## src/rtl/reg_ab_alu_io_pkg.sv

```systemverilog
// Shared types for the nibble datapath slice: default width, ALU op, IB source.
// Latency: n/a (declarations and one combinational helper only).
// Backpressure: n/a.
package reg_ab_alu_io_pkg;

  localparam int WIDTH_DEF = 4;

  typedef enum logic {
    OP_ADD = 1'b0,
    OP_SUB = 1'b1
  } alu_op_e;

  typedef enum logic [1:0] {
    SRC_NONE = 2'd0,
    SRC_ALU  = 2'd1,
    SRC_IN   = 2'd2,
    SRC_A    = 2'd3
  } ib_src_e;

  // Priority encoder for the internal bus: ALU beats DataIn beats regA.
  // Overlapping enables from the sequencer are resolved here, never as a
  // bus fight.
  function automatic ib_src_e ib_select(input logic en_alu,
                                        input logic en_in,
                                        input logic en_a);
    ib_src_e src;
    if (en_alu)     src = SRC_ALU;
    else if (en_in) src = SRC_IN;
    else if (en_a)  src = SRC_A;
    else            src = SRC_NONE;
    return src;
  endfunction

endpackage

```

## src/rtl/reg_ab_alu_io_datapath_alu_addsub.sv

```systemverilog
// Combinational WIDTH-bit adder/subtractor: result = b + a or b - a, plus carry.
// Latency: 0 cycles (pure combinational).
// Backpressure: none.
//
// Ports:
//   op     : OP_ADD -> b + a, OP_SUB -> b + ~a + 1
//   a, b   : operands
//   result : sum modulo 2^WIDTH
//   carry  : carry out of the top bit (for subtract, 1 = no borrow)
module alu_addsub
  import reg_ab_alu_io_pkg::*;
#(
  parameter int WIDTH = WIDTH_DEF
) (
  input  alu_op_e          op,
  input  logic [WIDTH-1:0] a,
  input  logic [WIDTH-1:0] b,
  output logic [WIDTH-1:0] result,
  output logic             carry
);

  logic [WIDTH-1:0] a_opnd;
  logic             cin;
  logic [WIDTH:0]   sum_full;

  // Subtract is done as b + ~a + 1 so one adder chain serves both ops and
  // the carry keeps its "no borrow" meaning.
  always_comb begin
    cin      = (op == OP_SUB);
    a_opnd   = cin ? ~a : a;
    sum_full = {1'b0, b} + {1'b0, a_opnd} + {{WIDTH{1'b0}}, cin};
    result   = sum_full[WIDTH-1:0];
    carry    = sum_full[WIDTH];
  end

endmodule

```

## src/rtl/reg_ab_alu_io_datapath.sv

```systemverilog
// Nibble datapath slice: regA, regB, add/sub ALU, input port and output register on one internal bus.
// Latency: register loads and DataOut capture take 1 cycle; IB (and optional flags) are combinational.
// Backpressure: none; the control sequencer owns all strobes and every enable combination is legal.
//
// Ports:
//   MainClock, invMainReset : clock (rising edge) and async active-low reset
//   A, B, LatchA, LatchB    : operand load values and their load enables
//   AddSub                  : 0 = B + A, 1 = B - A
//   EnableAlu/EnableIn/EnableA : IB source enables, priority ALU > In > A
//   DataIn                  : external input data
//   EnableOut               : DataOut loads IB
//   IB                      : internal bus (0 when nothing drives it)
//   DataOut                 : output register
// Optional build macro ALU_FLAGS_EN adds CarryOut and Zero (ALU flags,
// independent of EnableAlu).
module reg_ab_alu_io_datapath
  import reg_ab_alu_io_pkg::*;
#(
  parameter int WIDTH = WIDTH_DEF
) (
  input  logic             MainClock,
  input  logic             invMainReset,
  input  logic [WIDTH-1:0] A,
  input  logic [WIDTH-1:0] B,
  input  logic             LatchA,
  input  logic             LatchB,
  input  logic             AddSub,
  input  logic             EnableAlu,
  input  logic             EnableA,
  input  logic             EnableIn,
  input  logic [WIDTH-1:0] DataIn,
  input  logic             EnableOut,
`ifdef ALU_FLAGS_EN
  output logic             CarryOut,
  output logic             Zero,
`endif
  output logic [WIDTH-1:0] IB,
  output logic [WIDTH-1:0] DataOut
);

  logic [WIDTH-1:0] rega;
  logic [WIDTH-1:0] regb;
  logic [WIDTH-1:0] alu_result;
  ib_src_e          ib_src;

  // Operand registers. Reset wins over any load.
  always_ff @(posedge MainClock or negedge invMainReset) begin
    if (!invMainReset) begin
      rega <= '0;
      regb <= '0;
    end else begin
      if (LatchA) rega <= A;
      if (LatchB) regb <= B;
    end
  end

`ifdef ALU_FLAGS_EN
  logic alu_carry;

  alu_addsub #(.WIDTH(WIDTH)) u_alu (
    .op     (alu_op_e'(AddSub)),
    .a      (rega),
    .b      (regb),
    .result (alu_result),
    .carry  (alu_carry)
  );

  assign CarryOut = alu_carry;
  assign Zero     = (alu_result == '0);
`else
  // Carry has no consumer in this build.
  alu_addsub #(.WIDTH(WIDTH)) u_alu (
    .op     (alu_op_e'(AddSub)),
    .a      (rega),
    .b      (regb),
    .result (alu_result),
    .carry  ()
  );
`endif

  // Internal bus: a plain mux, so conflicting enables resolve by priority
  // and an idle bus reads as 0 rather than floating.
  always_comb begin
    ib_src = ib_select(EnableAlu, EnableIn, EnableA);
    IB     = '0;
    case (ib_src)
      SRC_ALU:  IB = alu_result;
      SRC_IN:   IB = DataIn;
      SRC_A:    IB = rega;
      default:  IB = '0;
    endcase
  end

  // Output register samples the pre-edge bus, so a same-cycle load of regA
  // is not seen until the following capture.
  always_ff @(posedge MainClock or negedge invMainReset) begin
    if (!invMainReset) begin
      DataOut <= '0;
    end else if (EnableOut) begin
      DataOut <= IB;
    end
  end

endmodule

```

## config.mk

```make
export PLATFORM = sky130hd
export DESIGN_NAME = reg_ab_alu_io_datapath
export DESIGN_NICKNAME = d
export VERILOG_FILES = /design/src/rtl/reg_ab_alu_io_pkg.sv /design/src/rtl/reg_ab_alu_io_datapath_alu_addsub.sv /design/src/rtl/reg_ab_alu_io_datapath.sv
export SDC_FILE = /design/constraint.sdc
export NUM_CORES = 1
export LEC_CHECK = 0
export CORE_MARGIN = 8
export CORE_UTILIZATION = 40
export DETAILED_ROUTE_END_ITERATION = 10
export PLACE_DENSITY = 0.85
export SLEW_MARGIN = 30
export SYNTH_ARGS = -nofsm -noshare
export SYNTH_HDL_FRONTEND = slang
export SYNTH_SLANG_ARGS = --single-unit
```

## constraint.sdc

```tcl
create_clock -name MainClock -period 2.07 [get_ports MainClock]
set_input_delay 0.414 -clock MainClock [delete_from_list [all_inputs] [get_ports MainClock]]
set_output_delay 0.414 -clock MainClock [all_outputs]
set_load 0.03 [all_outputs]
```

==> out/results.tsv, run 1 <==
metric	value	unit
status	complete, but fails checks	
failing checks	setup timing	
maxcap violations	0	
layout cell share with drive strength beyond 1	0.3958	
dpl hpwl	1425	µm
CP cell instances	xor2_1 > ha_1 > a21o_1 > a31oi_4 > xnor2_2 > a21oi_2 > buf_6	
Mapped Nets	80	
Seq pwr share	0.327	
CORE AREA	1652	µm²
WP data arrival	1.90	ns
clk_skew	0.005161	ns
Die Width	57.21	µm
leakage power	0.4959	nW
total grt overflow	0	
Worst Setup End Kind	output pin	
initial DRC count	6	
Total GRT Usage	0.1103	
Synth cell types	23	
largest net degree at the start of global routing	13	
I/O pins	29	
antenna viol nets, final	0	
CP Class	flop to output pin	
total CTS buffers	3	
# rows	15	
Peak supply drop	0.4508	mV
Final Net Count	121	
commonest non-fill, non-tap cell in the layout	clkdlybuf4s50_1	
Final Util	0.6795	
critical path's slowest cell	dfrtp_1	
DR vias	597	
CTS sink cnt	12	
1st-pass router iterations	3	
setup slack after layout	-0.2473	ns
RR Startpoint	rega[0]$_DFFE_PN0P_	
PD cells	794.3	nW/µm²
setup TNS	-0.5709	ns
Routed WL	1846	µm
crit-path max cell delay	0.40	ns
Netlist Area Pre-Place	679.4	µm²
normalized max-slew margin	0.6206	
H-tree levels	1	
Comb pwr share	0.461	
routed len/inst	16.34	µm
hold buffers post-CTS	0	
Clock Latency Late Sink	0.27	ns
Clock Pin Slew Worst Setup and Hold Paths	0.08	ns
crit path launch	rega[2]$_DFFE_PN0P_	
register area share after synthesis	0.4420	
clock share of power	0.212	
area grow syn2layout	65.19	%
root buf cell	clkbuf_4	
die area	3273	µm²
initial antenna violation count	0	
YS warnings	0	
Syn Area/Cell	12.13	µm²
final cycle utilization of the critical path	1.119	
Final setup viols	3	
Yosys reg bits	12	
WP buf/inv	1	
fin crit period	2.317	ns
pins over their slew limit	0	
Max Freq	431.5	MHz
Syn Inst Count	56	
# port buffers	28	
vias per cell	5.283	
Initial Utilization	0.4114	
unrepaired setup endpoints after global routing	true	
first-pass GRT wire length	2925	µm
Die Span Y	57.21	µm
ant diodes	0	
CTS Buffer Depth	2	
crit start category	flop	
fillers	124	
switching power total	0.0003034	W
vias in the first global route	641	
final hold slack	0.5007	ns
worst hold-check path type	primary input to asynchronous set/reset pin	
most frequent cells in the layout	23 x clkdlybuf4s50_1, 12 x dfrtp_1, 10 x mux2_2, 10 x buf_4	
Sw Ratio	0.3403	
drt drc	0	
worst-margin pin slew	0.5673	ns
delay-heaviest family, CP	compound AO/OA/AOI/OAI gates	
CP Max Fanout	2	
critical path required time	1.66	ns
global placement routability congestion	0.7740	
Final Hold Viols	0	
CTS tree	done	
Int Pwr	0.0005881	W
==> kinds of logic (layout without fill, tap and decap cells) <==
family | count (synthesis) | count (layout) | synth area share
buf+inv | 4 | 44 | 0.02209
compound gates | 11 | 11 | 0.1345
fa+ha+maj | 3 | 3 | 0.06629
xor+xnor | 6 | 6 | 0.07736
flops | 12 | 12 | 0.4420
simple gates | 8 | 8 | 0.05524
mux | 12 | 12 | 0.2026
==> final timing paths <==
check	endpoint	slack [ns]	depth (start not counted)
hold reg to reg	DataOut[0]$_DFFE_PN0P_	0.51	1
max in group asynchronous	rega[2]$_DFFE_PN0P_	1.19	1
setup reg to reg	DataOut[2]$_DFFE_PN0P_	0.32	5
min in group MainClock	DataOut[0]$_DFFE_PN0P_	0.51	1
hold / removal	DataOut[1]$_DFFE_PN0P_	0.50	1
setup / recovery	IB[3]	-0.25	7
==> what timing repair did <==
item,CTS,global route
pin swaps,6,2
gates resized for setup,13,1
setup buffers,1,1
endpoints found under the setup margin,4,4
==> final cells by class <==
class | count | area, µm² | area share
Inverter | 3 | 11.26 | 0.01003
Clock buffer | 4 | 36.28 | 0.03233
Timing Repair Buffer | 37 | 350.3 | 0.3122
Tap cell | 17 | 21.27 | 0.01895
Sequential cell | 12 | 300.3 | 0.2676
Multi-Input combinational cell | 40 | 402.9 | 0.3590
==> power groups by stage <==
stage	Clock (W)	Combinational, W	Sequential, W
CTS	0.000190	0.000405	0.000292
finish	0.000189	0.000411	0.000292
global route	0.000198	0.000437	0.000296
floorplan	0	0.000173	0.000331
global placement	0	0.000359	0.000295
detailed placement	0	0.000364	0.000297
==> cell usage after synthesis, drive strengths merged <==
master / number / area share
a22oi: 1 / 0.011
a22o: 1 / 0.013
mux2i: 1 / 0.015
clkbuf: 1 / 0.0055
ha: 2 / 0.037
xor2: 3 / 0.039
xnor2: 3 / 0.039
nand3b: 1 / 0.011
nor2: 1 / 0.0055
nand3: 1 / 0.0074
mux2: 11 / 0.19
inv: 3 / 0.017
dfrtp: 12 / 0.44
o221ai: 2 / 0.026
a31oi: 1 / 0.031
nand2: 4 / 0.022
a221oi: 1 / 0.013
nor2b: 1 / 0.0092
fa: 1 / 0.029
o21ai: 2 / 0.015
a21oi: 2 / 0.015
a21o: 1 / 0.011
==> sequential cells by signal (all words and copies together), names as in the netlist <==
| name | count |
|---|---|
| rega | 4 |
| regb | 4 |
| DataOut | 4 |
==> metal layers <==
| layer | global-route usage | vias to the layer above | routed length (µm) |
|---|---|---|---|
| li1 | - | 283 | - |
| met1 | 0.1260 | 300 | 691 |
| met2 | 0.1907 | 10 | 1067 |
| met3 | 0.01996 | 4 | 51 |
| met4 | 0.05369 | 0 | 35 |
| met5 | 0 | - | 0 |
==> worst reg2reg max path, stage by stage (launching register included) <==
cell and delay, ns:
dfrtp_1 0.40, mux2_4 0.32, fa_2 0.37, xnor2_2 0.19, a21oi_2 0.10, mux2_2 0.27
==> stage by stage <==
stage	cell area (µm²)	cells	total power [W]	worst slack (ns)
final	1122	113	0.0008915	-0.2473
after global routing	1122	113	0.0009319	-0.3462
after CTS	1110	112	0.0008872	-0.2462
after detailed placement	1027	107	0.0006615	-0.5991
after global placement	1027	107	0.0006546	-0.4985
after floorplan	686.9	56	0.0005048	-0.03622
(Power assumes the default switching activity.)
==> run 2, diff against run 1 <==
Settings changed: CORE_ASPECT_RATIO set to 0.9, CORE_UTILIZATION 40 to 42, PLACE_DENSITY 0.85 to 0.87, SYNTH_HIERARCHICAL set to 1.
==> run 2 against run 1 <==
Against the previous run: the flow still finishes with violations (setup timing); combinational power increased by 20%; first-iteration DRC count rose to 3.2 times the previous value; flip-flop and latch count is the same; cell area rose by 7.8%; total power grew 4.7%; die area grew 1.2%; non-clock buffer count increased by 3; critical endpoint unchanged; largest power group unchanged.
==> out/results.tsv, run 2 <==
metric	value	unit	change
status	complete, but fails checks		
failing checks	setup timing		
routed len/inst	18.94	µm	+16%
Final setup viols	4		+1
worst r2r path cells	9		+4
GRT met1 Usage	0.1354		+0.009404
final cycle utilization of the critical path	1.352		+0.2325
Initial Utilization	0.4400		+0.02861
drt drc	0		unchanged
first-pass GRT wire length	3505	µm	+20%
I/O pins	29		unchanged
# port buffers	28		unchanged
Netlist Area Pre-Place	724.4	µm²	+6.6%
final hold slack	0.5092	ns	+0.008469 ns
critical path required time	1.66	ns	about the same
H-tree levels	1		unchanged
Final Net Count	128		+5.8%
CP Max Fanout	4		+2
CORE AREA	1647	µm²	-0.30%
# rows	14		-1
largest registers	DataOut x4, rega x4, regb x4		
total grt overflow	0		unchanged
clk_skew	0.001267	ns	-0.003895 ns
Die Span Y	55.40	µm	-3.2%
global placement routability congestion	0.7513		-2.9%
dpl hpwl	1696	µm	+19%
setup slack after layout	-0.7287	ns	-0.4813 ns
crit start category	flop		
setup TNS	-1.723	ns	-1.153 ns
CTS tree	done		
vias in the first global route	764		+19%
unrepaired setup endpoints after global routing	true		
root buf cell	clkbuf_4		
initial DRC count	19		+13
Mapped Nets	83		+3.8%
Die Width	59.78	µm	+4.5%
Routed WL	2367	µm	+28%
Syn Inst Count	58		+3.6%
WP data arrival	2.38	ns	+0.48 ns
ant diodes	0		unchanged
grt peak-use layer	met2		
total CTS buffers	3		unchanged
1st-pass router iterations	4		+1
Max Freq	357.3	MHz	-17%
commonest non-fill, non-tap cell in the layout	clkdlybuf4s50_1		
layout cell share with drive strength beyond 1	0.4158		+0.02001
antenna viol nets, final	0		unchanged
most frequent cells in the layout	23 x clkdlybuf4s50_1, 13 x buf_4, 12 x dfrtp_1, 12 x mux2_2		
CP Class	flop to output pin		
PD cells	771.2	nW/µm²	-2.9%
maxcap violations	0		unchanged
CTS Buffer Depth	2		unchanged
Clock Pin Slew Worst Setup and Hold Paths	0.08	ns	about the same
DR vias	688		+15%
vias per cell	5.504		+4.2%
CTS sink cnt	12		unchanged
largest net degree at the start of global routing	13		unchanged
die area	3312	µm²	+1.2%
Final Hold Viols	0		unchanged
pins over their slew limit	0		unchanged
fin crit period	2.799	ns	+0.4813 ns
initial antenna violation count	0		unchanged
area grow syn2layout	67.01	%	
worst hold-check path type	flop to flop		
Worst Setup End Kind	output pin		
met2 Usage GRT	0.2477		+0.05699
Peak supply drop	0.5399	mV	+20%
YS warnings	6		+6
Place WS	-0.9823	ns	-0.3832 ns
fillers	110		-11%
M3 GR Usage	0.05081		+0.03085
Syn Area/Cell	12.49	µm²	+3.0%
worst-margin pin slew	0.6086	ns	+0.04135 ns
normalized max-slew margin	0.5930		-0.02766
hold buffers post-CTS	0		unchanged
Total GRT Usage	0.1395		+0.02926
Clock Latency Late Sink	0.27	ns	about the same
hold-critical path depth	1		
leakage power	0.5052	nW	+1.9%
-- run 2: cell types whose count changed in the layout (fill, tap and decap cells not counted), sizes merged, moves of 3 or more --
cell	before	now
nand3b	1	4
buf	13	16
a21oi	2	8
and2b	0	4
xnor2	3	0
nand2	4	0
inv	3	0
-- run 2: path summary, 6_finish.rpt --
kind	startpoint	to	slack (ns)
worst max-delay path	rega[3]$_DFFE_PN0P_	IB[3]	-0.73
worst min-delay path	DataOut[1]$_DFFE_PN0P_	DataOut[1]$_DFFE_PN0P_	0.51
worst max register to register	rega[3]$_DFFE_PN0P_	DataOut[3]$_DFFE_PN0P_	-0.27
worst min register to register	DataOut[1]$_DFFE_PN0P_	DataOut[1]$_DFFE_PN0P_	0.51
max in group asynchronous	invMainReset	DataOut[0]$_DFFE_PN0P_	1.16
min in group asynchronous	invMainReset	DataOut[1]$_DFFE_PN0P_	0.52
-- run 2: area by class of cell --
class / count / area [µm²] / area share
Clock buffer: 3 / 22.52 / 0.01861
Multi-Input combinational cell: 45 / 476.7 / 0.3940
Tap cell: 24 / 30.03 / 0.02482
Timing Repair Buffer: 40 / 372.9 / 0.3082
Sequential cell: 12 / 300.3 / 0.2482
Inverter: 1 / 7.507 / 0.006205
-- run 2: per-layer routing --
layer | up-vias | part of all wire
met5 | - | 0
met4 | 0 | 0.036
met3 | 10 | 0.046
met2 | 24 | 0.53
met1 | 353 | 0.38
li1 | 301 | -
-- run 2: repair_timing --
| action | 4_1_cts | 5_1_grt |
|---|---|---|
| hold endpoints to repair | 0 | 0 |
| endpoints found under the setup margin | 6 | 5 |
| gates resized for setup | 9 | 3 |
| buffers inserted | 1 | 3 |
| pin swaps | 3 | 2 |
-- run 2: critical path, cell delays in order (launching register included) --
cell and delay (ns):
dfrtp_1 0.39, xor2_1 0.17, ha_1 0.38, clkinvlp_4 0.13, buf_4 0.16, a2111oi_4 0.31, nand3_1 0.11, and2b_1 0.26
a21oi_4 0.05, buf_6 0.14
-- run 2: through the flow --
step           power [W]  area, µm²  utilization  cells
6_report       0.0009331       1210       0.7348    125
5_1_grt        0.0009734       1210       0.7348    125
4_1_cts        0.0008791       1161       0.7052    122
3_5_place_dp   0.0007077       1110       0.6740    118
3_3_place_gp   0.0006867       1110       0.6740    118
2_1_floorplan  0.0005242      749.5            -     58
-- run 2: report_power, final --
group	switching, W	internal [W]
Combinational	0.000238	0.000255
Sequential	0.0000234	0.000269
Clock	0.0000810	0.0000674
==> run 3, diff against run 2 <==
Settings changed: SLEW_MARGIN 30 to not set.
==> results of run 3 <==
The final DEF is identical to that of run 2; final timing and power are the same.
